File: config.mk
export PLATFORM = sky130hd
export DESIGN_NAME = mips_seq_ctrl
export DESIGN_NICKNAME = d
export VERILOG_FILES = /design/src/rtl/mips_seq_pkg.sv /design/src/rtl/mips_seq_decode.sv /design/src/rtl/mips_seq_ctrl.sv
export SDC_FILE = /design/constraint.sdc
export NUM_CORES = 1
export LEC_CHECK = 0
export CORE_AREA = 2 2 77 79
export CTS_CLUSTER_DIAMETER = 200
export DETAILED_ROUTE_END_ITERATION = 10
export DIE_AREA = 0 0 79 81
export HOLD_SLACK_MARGIN = 0.06
export PLACE_DENSITY = 0.93
export SKIP_CTS_REPAIR_TIMING = 1
export SYNTH_ARGS = -nofsm -noshare
export SYNTH_HDL_FRONTEND = slang
export SYNTH_HIERARCHICAL = 1
export SYNTH_SLANG_ARGS = --single-unit
export TNS_END_PERCENT = 50
File: constraint.sdc
create_clock -name clk -period 4.45 [get_ports clk]
set_input_delay 0.89 -clock clk [delete_from_list [all_inputs] [get_ports clk]]
set_output_delay 0.89 -clock clk [all_outputs]
set_load 0.05 [all_outputs]
File: src/rtl/mips_seq_pkg.sv
// Shared types and constants for the MIPS multi-cycle sequencer.
package mips_seq_pkg;

  typedef enum logic [2:0] {
    S_IDLE,
    S_FETCH,
    S_DECODE,
    S_EXEC,
    S_WB,
    S_HALT
  } state_t;

  localparam logic [5:0] R_TYPE_OP = 6'h00;

  localparam logic [5:0] FUNCT_ADD = 6'h20;
  localparam logic [5:0] FUNCT_SUB = 6'h22;
  localparam logic [5:0] FUNCT_AND = 6'h24;
  localparam logic [5:0] FUNCT_OR  = 6'h25;

  localparam logic [1:0] ALU_ADD = 2'b00;
  localparam logic [1:0] ALU_SUB = 2'b01;
  localparam logic [1:0] ALU_AND = 2'b10;
  localparam logic [1:0] ALU_OR  = 2'b11;

endpackage

File: src/rtl/mips_seq_decode.sv
// Combinational decode of opcode/funct into the 2-bit ALU function and a legal flag.
module mips_seq_decode
  import mips_seq_pkg::*;
(
  input  logic [5:0] i_op,
  input  logic [5:0] i_funct,
  output logic [1:0] o_alu_func,
  output logic       o_legal
);

  always_comb begin
    o_alu_func = ALU_ADD;
    o_legal    = 1'b0;
    if (i_op == R_TYPE_OP) begin
      case (i_funct)
        FUNCT_ADD: begin o_alu_func = ALU_ADD; o_legal = 1'b1; end
        FUNCT_SUB: begin o_alu_func = ALU_SUB; o_legal = 1'b1; end
        FUNCT_AND: begin o_alu_func = ALU_AND; o_legal = 1'b1; end
        FUNCT_OR:  begin o_alu_func = ALU_OR;  o_legal = 1'b1; end
        default:   begin o_alu_func = ALU_ADD; o_legal = 1'b0; end
      endcase
    end
  end

endmodule

File: src/rtl/mips_seq_ctrl.sv
// FETCH/DECODE/EXEC/WB sequencer gating PC update and register-file writes.
// Optional breakpoint stop in WB is enabled by defining SEQ_BREAK_EN.
module mips_seq_ctrl
  import mips_seq_pkg::*;
#(
  parameter int unsigned ROM_LAT = 1,
  parameter logic [5:0]  HALT_OP = 6'h3F,
  parameter int unsigned CNT_W   = 16
) (
  input  logic             clk,
  input  logic             rst,
  input  logic             run,
  input  logic [31:0]      instr,
  output logic             pc_en,
  output logic [31:0]      ir,
  output logic             rf_en,
  output logic             rf_we,
  output logic [1:0]       alu_func,
  output logic             busy,
  output logic             halted,
  output logic             illegal,
  output logic [CNT_W-1:0] retired
`ifdef SEQ_BREAK_EN
  ,
  input  logic             brk_en,
  input  logic             brk_pc_match,
  output logic             brk_hit
`endif
);

  localparam logic [2:0] WAIT_LAST = 3'(ROM_LAT - 1);

  state_t           r_state;
  state_t           w_next;
  logic [2:0]       r_wait;
  logic [31:0]      r_ir;
  logic [1:0]       r_alu_func;
  logic [CNT_W-1:0] r_retired;

  logic [5:0] w_dec_op;
  logic [5:0] w_dec_funct;
  logic [1:0] w_dec_alu;
  logic       w_dec_legal;

  // One decoder serves both uses: the incoming word in DECODE (to load
  // alu_func as EXEC begins) and the latched ir in WB (for the legal flag).
  assign w_dec_op    = (r_state == S_DECODE) ? instr[31:26] : r_ir[31:26];
  assign w_dec_funct = (r_state == S_DECODE) ? instr[5:0]   : r_ir[5:0];

  mips_seq_decode u_decode (
    .i_op       (w_dec_op),
    .i_funct    (w_dec_funct),
    .o_alu_func (w_dec_alu),
    .o_legal    (w_dec_legal)
  );

  always_ff @(posedge clk or posedge rst) begin
    if (rst) begin
      r_state    <= S_IDLE;
      r_wait     <= '0;
      r_ir       <= '0;
      r_alu_func <= ALU_ADD;
      r_retired  <= '0;
    end else begin
      r_state <= w_next;
      if (r_state == S_FETCH && r_wait != WAIT_LAST) r_wait <= r_wait + 3'd1;
      else                                           r_wait <= '0;
      if (r_state == S_DECODE) begin
        r_ir <= instr;
        if (instr[31:26] != HALT_OP) r_alu_func <= w_dec_alu;
      end
      if (r_state == S_WB) r_retired <= r_retired + CNT_W'(1);
    end
  end

  always_comb begin
    w_next  = r_state;
    pc_en   = 1'b0;
    rf_en   = 1'b0;
    rf_we   = 1'b0;
    illegal = 1'b0;
`ifdef SEQ_BREAK_EN
    brk_hit = 1'b0;
`endif
    unique case (r_state)
      S_IDLE:   if (run) w_next = S_FETCH;
      S_FETCH:  if (r_wait == WAIT_LAST) w_next = S_DECODE;
      S_DECODE: w_next = (instr[31:26] == HALT_OP) ? S_HALT : S_EXEC;
      S_EXEC: begin
        rf_en  = 1'b1;
        w_next = S_WB;
      end
      S_WB: begin
        rf_en   = 1'b1;
        pc_en   = 1'b1;
        rf_we   = w_dec_legal;
        illegal = ~w_dec_legal;
        w_next  = run ? S_FETCH : S_IDLE;
`ifdef SEQ_BREAK_EN
        if (brk_en && brk_pc_match) begin
          w_next  = S_IDLE;
          brk_hit = 1'b1;
        end
`endif
      end
      S_HALT:   w_next = S_HALT;
      default:  w_next = S_IDLE;
    endcase
  end

  assign ir       = r_ir;
  assign alu_func = r_alu_func;
  assign retired  = r_retired;
  assign busy     = (r_state != S_IDLE) && (r_state != S_HALT);
  assign halted   = (r_state == S_HALT);

endmodule

==> results of run 1 <==
[sequential cells by signal, summed over array words and instances (netlist names)]
name      cells
r_wait        3
r_state       3
ir           32
alu_func      2
retired      16
[power groups by stage]
stage / clock network (mW) / logic (mW) / registers [mW]
after floorplan: 0 / 0.630 / 1.39
after global placement: 0 / 1.65 / 0.842
after detailed placement: 0 / 1.68 / 0.856
after CTS: 0.348 / 1.68 / 0.848
after global routing: 0.370 / 1.75 / 0.873
final: 0.335 / 1.66 / 0.844
[layout by cell type (no fill, tap or decap), types with 3 or more instances in the layout]
| cell type | n |
|---|---|
| clkbuf_8 | 5 |
| clkdlybuf4s50_1 | 88 |
| dfrtp_1 | 56 |
| ha_1 | 3 |
| inv_1 | 4 |
| mux2_1 | 3 |
| mux2_2 | 45 |
| nand2_1 | 7 |
| nand2b_1 | 5 |
| nand3b_1 | 4 |
| nand4_1 | 5 |
| nor2_1 | 6 |
| nor2b_1 | 3 |
| nor3_1 | 3 |
| xnor2_1 | 13 |
| xor2_1 | 3 |
[worst max-delay path, stage by stage (launching register included)]
cell            delay [ns]
dfrtp_1               0.51
nand2b_1              0.24
nor2_4                0.35
buf_12                0.26
mux2_2                0.35
or2_2                 0.33
nor4_2                0.30
nor2b_1               0.08
dlymetal6s2s_1        0.31
[final cells by class]
| type | count | share of cell area (%) |
|---|---|---|
| clock buffer | 5 | 1.864 |
| timing repair buffer | 92 | 25.48 |
| multi-input combinational | 127 | 30.40 |
| sequential | 56 | 37.95 |
| tap | 75 | 2.542 |
| clock inverter | 3 | 1.254 |
| inverter | 5 | 0.5083 |
[cells by family (layout without fill, tap and decap cells)]
family                     after synthesis  after routing  share of synthesized area, %
AOI/OAI and AO/OA                        7              7                         2.083
and+or+nand+nor                         52             52                         12.98
adders and majority gates                3              3                         1.454
DFF                                     56             56                         54.26
muxes                                   49             49                         21.32
xor gates and xnor gates                16             16                         5.427
buffers and inverters                   13            105                         2.471
[path summary, 6_finish.rpt]
check | slack (ns) | depth (start not counted) | end | startpoint
setup / recovery | 0.52 | 8 | illegal | r_state[2]
max in group asynchronous | 2.74 | 3 | ir[8] | rst
min in group asynchronous | 0.91 | 2 | retired[3] | rst
hold reg to reg | 0.48 | 1 | retired[15] | retired[15]
hold / removal | 0.48 | 1 | retired[15] | retired[15]
setup reg to reg | 1.70 | 7 | alu_func[0] | r_state[2]
[per-stage QoR]
step	std cells	power (mW)	hold WS, ns	util (%)
floorplan	196	2.018	0.4412	-
global placement	355	2.493	0.4573	62.99
detailed placement	355	2.533	0.4628	62.99
CTS	363	2.876	0.4820	65.01
global route	363	2.996	0.4897	65.06
finish	363	2.843	0.4798	65.06
[per-layer routing]
layer	share of wire, %	wire length (µm)
met5	0	0
met4	1.2	59
met3	5.9	298
met2	51	2597
met1	42	2122
==> run_results.csv, run 1 <==
group,metric,value,unit
run_status,status,"completed",
logic_synthesis,synth_top_area_share,54.26,%
logic_synthesis,synth.distinct_cells,37,
global_route,grt_use_total,16.81,%
global_route,grt_pass1_wl,8473,µm
clock_tree,cts_sinks,56,
power_and_ir_drop,power_switching,1.301,mW
sta,timing_hold_violations_final,0,
placed_design,gp_congestion,0.7323,
logic_synthesis,yosys_warnings,6,
sta,fin_setup_tns,0,ns
logic_synthesis,synthFlopType,"dfrtp_1",
worst_setup_path,crit_fanout,33,
sta,clock.fmax,254.3,MHz
global_route,gr-usage-met2,27.88,%
route,drt-total-wl,5078,µm
power_and_ir_drop,max-vdd-ir-drop,438.1,µV
die,dieWidth,79,µm
logic_synthesis,synth_edf_count,0,
sta,finalCritPeriodShare,88.37,%
clock_tree,cts_root_buf,"clkbuf_8",
placed_design,place_ws,0.3355,ns
power_and_ir_drop,p_comb_share,58.6,%
clock_tree,clk_pin_slew_worst_paths,0.11,ns
final_layout,fillers,446,
final_layout,ff_latch_area,1401,µm²
logic_synthesis,async_flop_share,100.0,%
route,drc,0,
sta,worst_slew_pin_slew,0.5132,ns
global_route,grt_pass1_vias,1785,
die,die_h,81,µm
power_and_ir_drop,power_leakage,1.514,nW
worst_setup_path,start_kind,"register",
final_layout,num-nets-final,325,
global_route,grt_antenna_before_repair,0,
logic_synthesis,ys_seq_area_share,54.26,%
sta,post-route-min-period,3.933,ns
global_route,top_usage_layer,"met2",
power_and_ir_drop,seqPwrFrac,29.7,%
route,initialDrtViolationCount,63,
die,row_count,28,
final_layout,layout-drive-gt1-share,22.92,%
power_and_ir_drop,power_per_cell_area,770.0,nW/µm²
placed_design,numPortBuffers,90,
worst_setup_path,cp.required,3.56,ns
sta,finalClockSkew,0.01234,ns
worst_setup_path,worst-setup-path-type,"register to primary output",
die,ios,91,
power_and_ir_drop,power.share.clock,11.8,%
placed_design,postPlaceCellArea,3575,µm²
die,die_area,6399,µm²
die,core,5675,µm²
global_route,grt_util_met3,4.222,%
route,drtAntennaViolNets,0,
power_and_ir_drop,p_sw_share,45.78,%
power_and_ir_drop,p_int,1.542,mW
logic_synthesis,synth_cells,196,
sta,maxSlewViolCount,0,
die,initial_utilization,45.50,%
job,cap_viol_max_count,0,
route,wl_per_cell,13.99,µm
logic_synthesis,yosys-top-cells-count,"dfrtp_1, mux2_2, xnor2_1",
logic_synthesis,synth_area_leader_cell,"dfrtp_1",
route,vias,1841,
global_route,grt-ovfl-total,0,
global_route,grt_util_met1,21.39,%
logic_synthesis,yosysMostFrequentCell,"dfrtp_1",
route,viasPerCell,5.072,
logic_synthesis,synth-seq-cells,56,
final_layout,multi_input_area,1122,µm²
clock_tree,clock_path_buffers,2,
sta,slew_headroom,65.68,%
logic_synthesis,synth_area_leaders,"dfrtp_1, mux2_2, xnor2_1",
sta,finalSetupViolations,0,
final_layout,n_antenna_cell,0,
clock_tree,clk_latency,0.31,ns
worst_setup_path,cp.arrival,3.04,ns
sta,rsz0062_at_grt,"false",
placed_design,dp_hpwl,3792,µm
final_layout,syn_to_final_growth,42.97,%
clock_tree,htreeDepth,2,
logic_synthesis,syn_area_per_cell,13.18,µm²
clock_tree,cts_tree,"done",
sta,setup_slack,0.5174,ns
worst_setup_path,end_kind,"primary output",
final_layout,postLayoutCellArea,3692,µm²
global_route,grt_max_degree,35,
clock_tree,cts_buffers,5,
logic_synthesis,syn-cell-area,2582,µm²
logic_synthesis,synth.net_count,234,
min_path,hold_path_class,"register to register",
route,first_pass_iters,4,
Note: power is estimated with default switching activity, not from simulation.
==> inputs of run 2 (changes only) <==
- CORE_AREA: 2 2 77 79 -> 2 2 84 86
- DIE_AREA: 0 0 79 81 -> 0 0 86 88
- PLACE_DENSITY: 0.93 -> 0.82
==> run 2 against run 1 <==
Compared with the run above: wire length rose by 4.9%; clock power fell by 18%; fmax fell by 5.6%; cell area fell by 0.81%; clock skew rose by 0.0013 ns; worst setup slack got worse by 0.23 ns; sequential power barely moved; register-to-register slack got worse by 0.16 ns; core utilization fell by 9.9 points; critical path type unchanged; highest routed layer unchanged.
==> run_results.csv, run 2 (synthesis results as in run 1) <==
group,metric,value,unit
power_and_ir_drop,power,2.777,mW
placed_design,dp_hpwl,4048,µm
final_layout,num-nets-final,326,
global_route,grt_antenna_before_repair,0,
die,row_count,30,
worst_setup_path,worst-setup-path-type,"register to primary output",
sta,rsz0062_at_grt,"false",
worst_setup_path,path_cells,"nand2b_1 -> nor2_4 -> buf_4 -> mux2_2 -> or2_2 -> nor4_2 -> and2_1 -> buf_12",
route,drt-total-wl,5329,µm
clock_tree,cts_sinks,56,
power_and_ir_drop,power_leakage,1.487,nW
sta,setup_slack,0.2850,ns
sta,slew_headroom,49.79,%
placed_design,gp_congestion,0.8161,
worst_setup_path,cp.required,3.56,ns
die,initial_utilization,38.87,%
placed_design,place_ws,0.6032,ns
placed_design,postPlaceCellArea,3573,µm²
die,ios,91,
route,initialDrtViolationCount,49,
sta,timing.hold.ws,0.4762,ns
worst_setup_path,crit_slowest_cell,"dfrtp_1",
clock_tree,clk_pin_slew_worst_paths,0.11,ns
clock_tree,htreeDepth,2,
die,die_h,88,µm
sta,post-route-min-period,4.165,ns
global_route,grt_pass1_vias,1816,
placed_design,dpl.cell_count,361,
worst_setup_path,crit_fanout,19,
worst_setup_path,reg2reg_depth,7,
worst_setup_path,start_kind,"register",
route,first_pass_iters,4,
die,core,6644,µm²
final_layout,ff_latch_area,1401,µm²
clock_tree,cts_root_buf,"clkbuf_8",
clock_tree,clk_latency,0.31,ns
clock_tree,cts_tree,"done",
min_path,whs_path_depth,1,
clock_tree,cts_buffers,5,
sta,timing_hold_violations_final,0,
min_path,hold_path_class,"register to register",
route,vias,1812,
final_layout,syn_to_final_growth,41.81,%
worst_setup_path,r2r-start,"r_state[2]",
final_layout,layout-drive-gt1-share,23.18,%
route,wl_per_cell,14.44,µm
die,die_area,7568,µm²
worst_setup_path,r2r_slack,1.54,ns
final_layout,n_antenna_cell,0,
sta,finalClockSkew,0.01361,ns
min_path,hold_start,"retired[15]",
power_and_ir_drop,power_per_cell_area,758.3,nW/µm²
die,dieWidth,86,µm
final_layout,fillers,573,
final_layout,mostFrequentLayoutCells,"clkdlybuf4s50_1, dfrtp_1, mux2_2, xnor2_1, nand2_1",
final_layout,largest_register_ffs,32,
global_route,grt_use_total,14.39,%
sta,fin_setup_tns,0,ns
sta,maxSlewViolCount,0,
sta,finalCritPeriodShare,93.60,%
worst_setup_path,end_kind,"primary output",
sta,finalSetupViolations,0,
run_status,status,"completed",
final_layout,postLayoutCellArea,3662,µm²
route,drc,0,
worst_setup_path,cp_slowest_stage_delay,0.50,ns
route,drtAntennaViolNets,0,
final_layout,final_core_util,55.12,%
clock_tree,clock_path_buffers,2,
final_layout,multi_input_area,1122,µm²
power_and_ir_drop,max-vdd-ir-drop,463.2,µV
route,viasPerCell,4.911,
final_layout,layout.cells.non_filler,369,
worst_setup_path,cp.arrival,3.28,ns
worst_setup_path,timing.rr.end,"alu_func[0]",
min_path,hold_path_end,"retired[15]",
final_layout,layout_commonest_cell,"clkdlybuf4s50_1",
sta,worst_slew_pin_slew,0.7521,ns
placed_design,numPortBuffers,90,
sta,clock.fmax,240.1,MHz
job,cap_viol_max_count,0,
global_route,grt_max_degree,36,
global_route,grt_pass1_wl,8569,µm
global_route,grt-ovfl-total,0,
-- run 2: changes by cell type in the layout (fill, tap and decap cells not counted), sizes merged --
cell          delta
buf              +2
clkbuf           +1
dlymetal6s2s     -1
inv              -1
bufinv           -1
clkinv           +1
-- run 2: power by group --
| group | switching [mW] | internal [mW] |
|---|---|---|
| registers | 0.150 | 0.692 |
| logic | 0.985 | 0.674 |
| clock network | 0.164 | 0.112 |
-- run 2: layer usage --
layer / GRT usage (%) / vias up / part of all wire [%]
met5: 0 / - / 0
met4: 3.896 / 0 / 0.71
met3: 3.770 / 5 / 5.4
met2: 24.10 / 49 / 51
met1: 18.55 / 890 / 43
li1: - / 868 / -
-- run 2: critical path, delay by kind of cell, from the launching register on --
family	cells	cell delay (ns)
muxes	1	0.36
and+or+nand+nor	5	1.61
buffers and inverters	2	0.49
DFF	1	0.50
-- run 2: final cells by class --
cell class                 count  area share [%]
inverter                       5          0.5125
clock buffer                   6           1.982
tap                           80           2.733
clock inverter                 2          0.4441
timing repair buffer          93           25.42
sequential                    56           38.26
multi-input combinational    127           30.65
-- run 2: worst max path at each step --
stage	start	end	slack, ns	cells past startpoint
after global placement	instr[29]	rf_we	0.64	6
after global routing	r_state[2]	rf_we	0.08	8
after CTS	r_state[2]	rf_we	0.25	8
after detailed placement	r_state[2]	rf_we	0.60	8
after floorplan	r_state[2]	rf_we	0.79	8
final	r_state[2]	rf_we	0.28	8
==> inputs of run 3 (changes only) <==
- SLEW_MARGIN: not set -> 20
==> results of run 3 <==
Same layout as run 2: the final DEF is identical, and so are final timing and power.
